`src/rtl/cnn_train_sequencer.sv`:
```
// cnn_train_sequencer: start/done training initiator over a small Q8.8 dataset.
// Optional WAIT watchdog and `timeout` port enabled by CNN_TRAIN_TIMEOUT_EN.
module cnn_train_sequencer #(
    parameter int N_SAMPLES = 2,
    parameter int DW        = 16,
    parameter int EPOCH_W   = 8,
    parameter int LOSS_W    = DW + $clog2(N_SAMPLES) + 1,
    parameter int TIMEOUT   = 1024,
    localparam int SW       = (N_SAMPLES > 1) ? $clog2(N_SAMPLES) : 1
) (
    input  logic                    clk,
    input  logic                    rst,
    input  logic                    cfg_we,
    input  logic [SW-1:0]           cfg_sample,
    input  logic [4:0]              cfg_addr,
    input  logic [DW-1:0]           cfg_wdata,
    input  logic                    run,
    input  logic [EPOCH_W-1:0]      num_epochs,
    output logic                    busy,
    output logic                    cnn_start,
    output logic [3:0][3:0][DW-1:0] cnn_image,
    output logic [DW-1:0]           cnn_label,
    input  logic                    cnn_done,
    input  logic [DW-1:0]           cnn_output,
    output logic                    res_valid,
    output logic [EPOCH_W-1:0]      res_epoch,
    output logic [SW-1:0]           res_sample,
    output logic [DW-1:0]           res_pred,
    output logic [DW-1:0]           res_abs_err,
    output logic                    epoch_valid,
    output logic [LOSS_W-1:0]       epoch_loss,
`ifdef CNN_TRAIN_TIMEOUT_EN
    output logic                    timeout,
`endif
    output logic                    all_done
);

    typedef enum logic [2:0] {
        S_IDLE, S_LOAD, S_START0, S_START1, S_WAIT, S_REPORT
    } state_t;

    localparam logic [DW-1:0] ABS_MAX = {1'b0, {(DW-1){1'b1}}};

    state_t r_state, w_next;

    // word 16 of each sample row holds the label
    logic [16:0][DW-1:0]     r_mem [N_SAMPLES];
    logic [3:0][3:0][DW-1:0] r_image;
    logic [DW-1:0]           r_label;
    logic [DW-1:0]           r_pred;
    logic [SW-1:0]           r_sample;
    logic [EPOCH_W-1:0]      r_epoch;
    logic [EPOCH_W-1:0]      r_num;
    logic [LOSS_W-1:0]       r_loss;
    logic                    r_zero_done;

    logic                    w_idle_run;
    logic                    w_run_go;
    logic                    w_last_s;
    logic                    w_last_e;
    logic [DW:0]             w_err;
    logic [DW:0]             w_mag;
    logic [DW-1:0]           w_abs;
    logic [LOSS_W:0]         w_sum;
    logic [LOSS_W-1:0]       w_loss_next;
    logic                    w_to_fire;
    logic                    w_to_done;

    assign w_idle_run = run && (r_state == S_IDLE);
    assign w_run_go   = w_idle_run && (num_epochs != '0);
    assign w_last_s   = r_sample == SW'(N_SAMPLES - 1);
    assign w_last_e   = r_epoch == (r_num - EPOCH_W'(1));

    assign w_err = {r_pred[DW-1], r_pred} - {r_label[DW-1], r_label};
    assign w_mag = w_err[DW] ? -w_err : w_err;
    assign w_abs = (w_mag > {1'b0, ABS_MAX}) ? ABS_MAX : w_mag[DW-1:0];

    assign w_sum = {1'b0, r_loss} + {{(LOSS_W+1-DW){1'b0}}, w_abs};
    assign w_loss_next = w_sum[LOSS_W] ? '1 : w_sum[LOSS_W-1:0];

`ifdef CNN_TRAIN_TIMEOUT_EN
    localparam int TW = $clog2(TIMEOUT + 1);

    logic [TW-1:0] r_wait_cnt;
    logic          r_timeout;
    logic          r_to_done;

    assign w_to_fire = (r_state == S_WAIT) && !cnn_done
                    && (r_wait_cnt == TW'(TIMEOUT - 1));
    assign w_to_done = r_to_done;
    assign timeout   = r_timeout;

    always_ff @(posedge clk or posedge rst) begin
        if (rst) begin
            r_wait_cnt <= '0;
            r_timeout  <= 1'b0;
            r_to_done  <= 1'b0;
        end else begin
            r_wait_cnt <= (r_state == S_WAIT) ? r_wait_cnt + TW'(1) : '0;
            r_to_done  <= w_to_fire;
            if (w_idle_run)
                r_timeout <= 1'b0;
            else if (w_to_fire)
                r_timeout <= 1'b1;
        end
    end
`else
    logic w_unused_timeout;
    assign w_unused_timeout = (TIMEOUT > 0);
    assign w_to_fire = 1'b0;
    assign w_to_done = 1'b0;
`endif

    always_ff @(posedge clk or posedge rst) begin
        if (rst)
            r_state <= S_IDLE;
        else
            r_state <= w_next;
    end

    always_comb begin
        w_next = r_state;
        unique case (r_state)
            S_IDLE:   if (w_run_go) w_next = S_LOAD;
            S_LOAD:   w_next = S_START0;
            S_START0: w_next = S_START1;
            S_START1: w_next = S_WAIT;
            S_WAIT: begin
                if (cnn_done)
                    w_next = S_REPORT;
                else if (w_to_fire)
                    w_next = S_IDLE;
            end
            S_REPORT: w_next = (w_last_s && w_last_e) ? S_IDLE : S_LOAD;
            default:  w_next = S_IDLE;
        endcase
    end

    always_comb begin
        busy        = r_state != S_IDLE;
        cnn_start   = (r_state == S_START0) || (r_state == S_START1);
        res_valid   = r_state == S_REPORT;
        epoch_valid = res_valid && w_last_s;
        epoch_loss  = epoch_valid ? w_loss_next : '0;
        all_done    = (epoch_valid && w_last_e) || r_zero_done || w_to_done;
        res_epoch   = r_epoch;
        res_sample  = r_sample;
        res_pred    = r_pred;
        res_abs_err = w_abs;
        cnn_image   = r_image;
        cnn_label   = r_label;
    end

    always_ff @(posedge clk or posedge rst) begin
        if (rst) begin
            for (int s = 0; s < N_SAMPLES; s++)
                r_mem[s] <= '0;
            r_image     <= '0;
            r_label     <= '0;
            r_pred      <= '0;
            r_sample    <= '0;
            r_epoch     <= '0;
            r_num       <= '0;
            r_loss      <= '0;
            r_zero_done <= 1'b0;
        end else begin
            r_zero_done <= w_idle_run && (num_epochs == '0);
            if (cfg_we && (r_state == S_IDLE) && (cfg_addr <= 5'd16)
                && (32'(cfg_sample) < N_SAMPLES))
                r_mem[cfg_sample][cfg_addr] <= cfg_wdata;
            if (w_run_go) begin
                r_num    <= num_epochs;
                r_sample <= '0;
                r_epoch  <= '0;
                r_loss   <= '0;
            end
            case (r_state)
                S_LOAD: begin
                    r_image <= r_mem[r_sample][15:0];
                    r_label <= r_mem[r_sample][16];
                end
                S_WAIT: if (cnn_done) r_pred <= cnn_output;
                S_REPORT: begin
                    if (w_last_s) begin
                        r_sample <= '0;
                        r_epoch  <= r_epoch + EPOCH_W'(1);
                        r_loss   <= '0;
                    end else begin
                        r_sample <= r_sample + SW'(1);
                        r_loss   <= w_loss_next;
                    end
                end
                default: ;
            endcase
        end
    end

endmodule

```
`config.mk`:
```
export PLATFORM = sky130hd
export DESIGN_NAME = cnn_train_sequencer
export DESIGN_NICKNAME = d
export VERILOG_FILES = /design/src/rtl/cnn_train_sequencer.sv
export SDC_FILE = /design/constraint.sdc
export NUM_CORES = 2
export LEC_CHECK = 0
export CAP_MARGIN = 30
export CELL_PAD_IN_SITES_DETAIL_PLACEMENT = 1
export CELL_PAD_IN_SITES_GLOBAL_PLACEMENT = 1
export CORE_MARGIN = 5
export CORE_UTILIZATION = 41
export CTS_BUF_LIST = sky130_fd_sc_hd__clkbuf_8
export DETAILED_ROUTE_END_ITERATION = 16
export PLACE_DENSITY = 0.74
export SYNTH_ARGS = -nofsm -noshare
export SYNTH_HDL_FRONTEND = slang
export SYNTH_SLANG_ARGS = --single-unit
```
`constraint.sdc`:
```
create_clock -name clk -period 41.9 [get_ports clk]
set_input_delay 8.38 -clock clk [delete_from_list [all_inputs] [get_ports clk]]
set_output_delay 8.38 -clock clk [all_outputs]
set_load 0.03 [all_outputs]
```
==> results by group <==
Detailed routing
  • Drt wl/cell: 22.4 um
  • Starting DRC count in detailed routing: 1377
  • Antenna-violating nets left: 0
  • DRT Wirelength: 106000 um
  • Total number of vias: 24900
  • Vias per cell: 5.30
  • Drt pass-1 iters: 5
  • Number of remaining DRC errors: 0

Synth
  • Post-synth EDFFs: 0
  • Syn. warnings: 0
  • Post-synth top area share: 0.578
  • Mean post-synth cell area: 12.5 um2
  • Sequential area share after synthesis: 0.578
  • Dominant cells by area after synthesis: dfrtp_1 58%, mux2_2 17%, mux2i_1 7.3%, a21oi_1 4.0%, nor2_1 3.5%
  • FFs w/ async S/R, synth: 1.00
  • FF+latch count, synth: 871
  • Post-Syn Instances: 3018
  • Synth cell types: 83
  • Ys flop type: dfrtp_1
  • Mapped Area: 37700 um2
  • Cell taking the most area after synthesis: dfrtp_1

Critical path
  • CP Class: register to output port
  • Reg-to-Reg End: r_loss[11]$_DFFE_PP0P_
  • Worst R2R Setup Slack: 35.55 ns
  • Crit path required time: 33.52 ns
  • CP endpoint kind: output port
  • R2r startpoint: cnn_label[0]$_DFFE_PP0P_
  • Startpoint types: register
  • Worst-path maximum fanout: 16
  • Crit path DAT: 7.50 ns
  • Crit path from: cnn_label[0]$_DFFE_PP0P_
  • Reg2reg path depth: 19

Clock network
  • Post-CTS Resized: 0
  • Clk buf depth: 3
  • Post-CTS Repair Setup Buffers: 0
  • CTS tree: built
  • Clock latency on the worst-skew pair: 0.83 ns
  • H-tree levels: 4
  • Clock Tree Root: clkbuf_8
  • CTS Sinks: 871
  • CTS clock-pin slew for the worst setup and hold paths: 0.06 ns
  • TritonCTS buffer count: 148
  • Cts hold-fix bufs: 0

Die
  • Starting density of the core: 0.412
  • Die Y: 313 um
  • Die area: 98100 um2
  • Core Region: 91400 um2
  • I/O pins: 387
  • # rows: 111
  • Die Wd: 313 um

STA
  • Clock Skews: 0.0312 ns
  • RSZ-0062 raised after global routing: false
  • Setup tns final: 0 ns
  • Tmin final: 15.88 ns
  • FMAX: 63.0 MHz
  • Worst Tran Pin Value: 1.11 ns
  • Part of the cycle the worst path needs: 0.379
  • Final setup fails: 0
  • Slew headroom: 0.255
  • Endpoints failing hold: 0
  • Max-slew violations: 0

Power
  • Maximum vdd drop: 0.0706 mV
  • Power Density: 88.4 nW/um2
  • Leakage: 21.1 nW

Placement
  • DP Cell Count: 4430
  • Post-DP HPWL: 69700 um
  • GP Congestion: 0.843
  • Number of port buffers: 385

Final layout
  • Fill cells: 9394
  • Final cell count without fillers: 4705
  • Layout cells sized above 1: 0.253
  • Most common cell after layout, fill and taps aside: dfrtp_1
  • Highest-count cells in the layout ignoring fill and taps: 870 x dfrtp_1, 558 x mux2_2, 369 x clkdlybuf4s50_1
  • Final net count: 3494
  • Layout area overhead: 22.0%

Flow run
  • # Max-Cap Violations: 0

Outcome
  • Outcome: complete, no violations

Min path
  • WHS Path Cells: 1
  • Worst hold path type: register to register
  • Min-delay src: r_mem[406]$_DFFE_PP0P_
  • Worst Hold End: r_mem[406]$_DFFE_PP0P_

GRT
  • GR Layer Usage met1: 0.281
  • First-pass GRT wire length: 163000 um
  • Met2 global-route usage: 0.358
  • Tot GR Track Use: 0.213
  • Met3 usage: 0.0436
  • Largest net degree at the start of global routing: 175
  • Initial antenna violation count: 6
  • Grt ovf: 0
  • Gr busiest metal: met2
  • Vias in the first global route: 27100
worst max-delay path, stage by stage, from the launching register on:
cell and delay [ns]:
dfrtp_1 0.40, ha_1 0.24, fa_1 0.44, nor2b_4 0.16
o2111ai_1 0.17, a32o_1 0.27, nor4_1 0.76, a211oi_4 0.08
nand4_1 0.13, and3_1 0.63, o21ai_0 0.31, ha_1 0.33
a21o_1 0.20, a21o_1 0.17, a21o_1 0.20, a21oi_1 0.18
o21ai_0 0.12, o31a_1 0.45, a2111oi_0 0.71, nor2_1 0.08
clkdlybuf4s50_1 0.63
final cells by class:
cell class / count / area (um2) / share of cell area
clock buffer: 184 / 2530 / 0.0551
sequential: 871 / 21800 / 0.474
clock inverter: 72 / 400 / 0.00871
tap: 1186 / 1480 / 0.0323
timing repair buffer: 442 / 4650 / 0.101
inverter: 41 / 161 / 0.00351
multi-input combinational: 1902 / 14900 / 0.325
antenna: 7 / 17.5 / 0.000381
layer usage:
metal / wire length [um] / vias to the layer above
met5: 26 / -
met3: 4600 / 144
li1: - / 11400
met4: 2100 / 4
met2: 52200 / 465
met1: 46700 / 12900
registers in the layout, indices dropped and copies added (netlist names):
register,flops
res_epoch,8
res_sample,1
cnn_image,256
r_num,8
r_zero_done,1
r_mem,544
r_loss,18
res_pred,16
cnn_label,16
r_state,3
how the worst max path moves through the flow:
stage,to,slack [ns],cells after the start
global route,epoch_loss[11],25.53,20
CTS,epoch_loss[11],25.69,20
finish,epoch_loss[11],26.02,20
detailed placement,epoch_loss[11],26.64,20
floorplan,cnn_image[0]$_DFFE_PP0P_,9.04,1
global placement,epoch_loss[11],26.75,20
synthesized netlist by cell type (3+ instances only):
library cell	instances
mux2_2	558
nor3_1	7
a21o_1	13
a211oi_2	4
or3_1	7
dfrtp_1	871
a32o_1	4
buf_1	13
ha_1	35
mux2i_1	276
o221ai_1	3
buf_2	25
xnor2_1	22
nor4_1	6
o211ai_1	6
o21ai_0	42
a21oi_1	302
buf_4	4
nor3_2	3
nand3_1	14
a31oi_1	7
and3_1	10
inv_1	40
nand2b_1	15
a21boi_0	3
o21a_1	6
xor2_1	18
nand2_2	4
nand2_1	83
nor2_1	348
and2_1	4
nor3b_1	3
a211oi_1	9
o21ai_2	9
o2111ai_1	4
nor2b_1	12
nor4_2	3
clkbuf_1	160
nand4_1	7
power by group:
| group | total, mW | switching [mW] | internal (mW) |
|---|---|---|---|
| combinational | 2.04 | 1.23 | 0.810 |
| clock | 0.755 | 0.356 | 0.399 |
| sequential | 1.26 | 0.176 | 1.09 |
metrics by stage:
| stage | util | setup slack, ns | hold WS, ns | instance area (um2) | power [mW] |
|---|---|---|---|---|---|
| 2_1_floorplan | - | 9.04 | 0.454 | 37700 | 2.59 |
| 3_3_place_gp | 0.464 | 26.75 | 0.486 | 42400 | 3.26 |
| 3_5_place_dp | 0.468 | 26.64 | 0.492 | 42800 | 3.32 |
| 4_1_cts | 0.500 | 25.69 | 0.504 | 45700 | 4.10 |
| 5_1_grt | 0.503 | 25.53 | 0.509 | 46000 | 4.31 |
| 6_report | 0.503 | 26.02 | 0.501 | 46000 | 4.06 |
logic make-up after synthesis:
family	Yosys count	synth area share
other cells	1	0.0000995
mux	834	0.240
buf+inv	246	0.0266
simple gates	546	0.0644
compound gates	442	0.0680
fa+ha+maj	37	0.0127
xor+xnor	41	0.00973
flops	871	0.578
No activity file was read; power rests on OpenSTA's default activity.
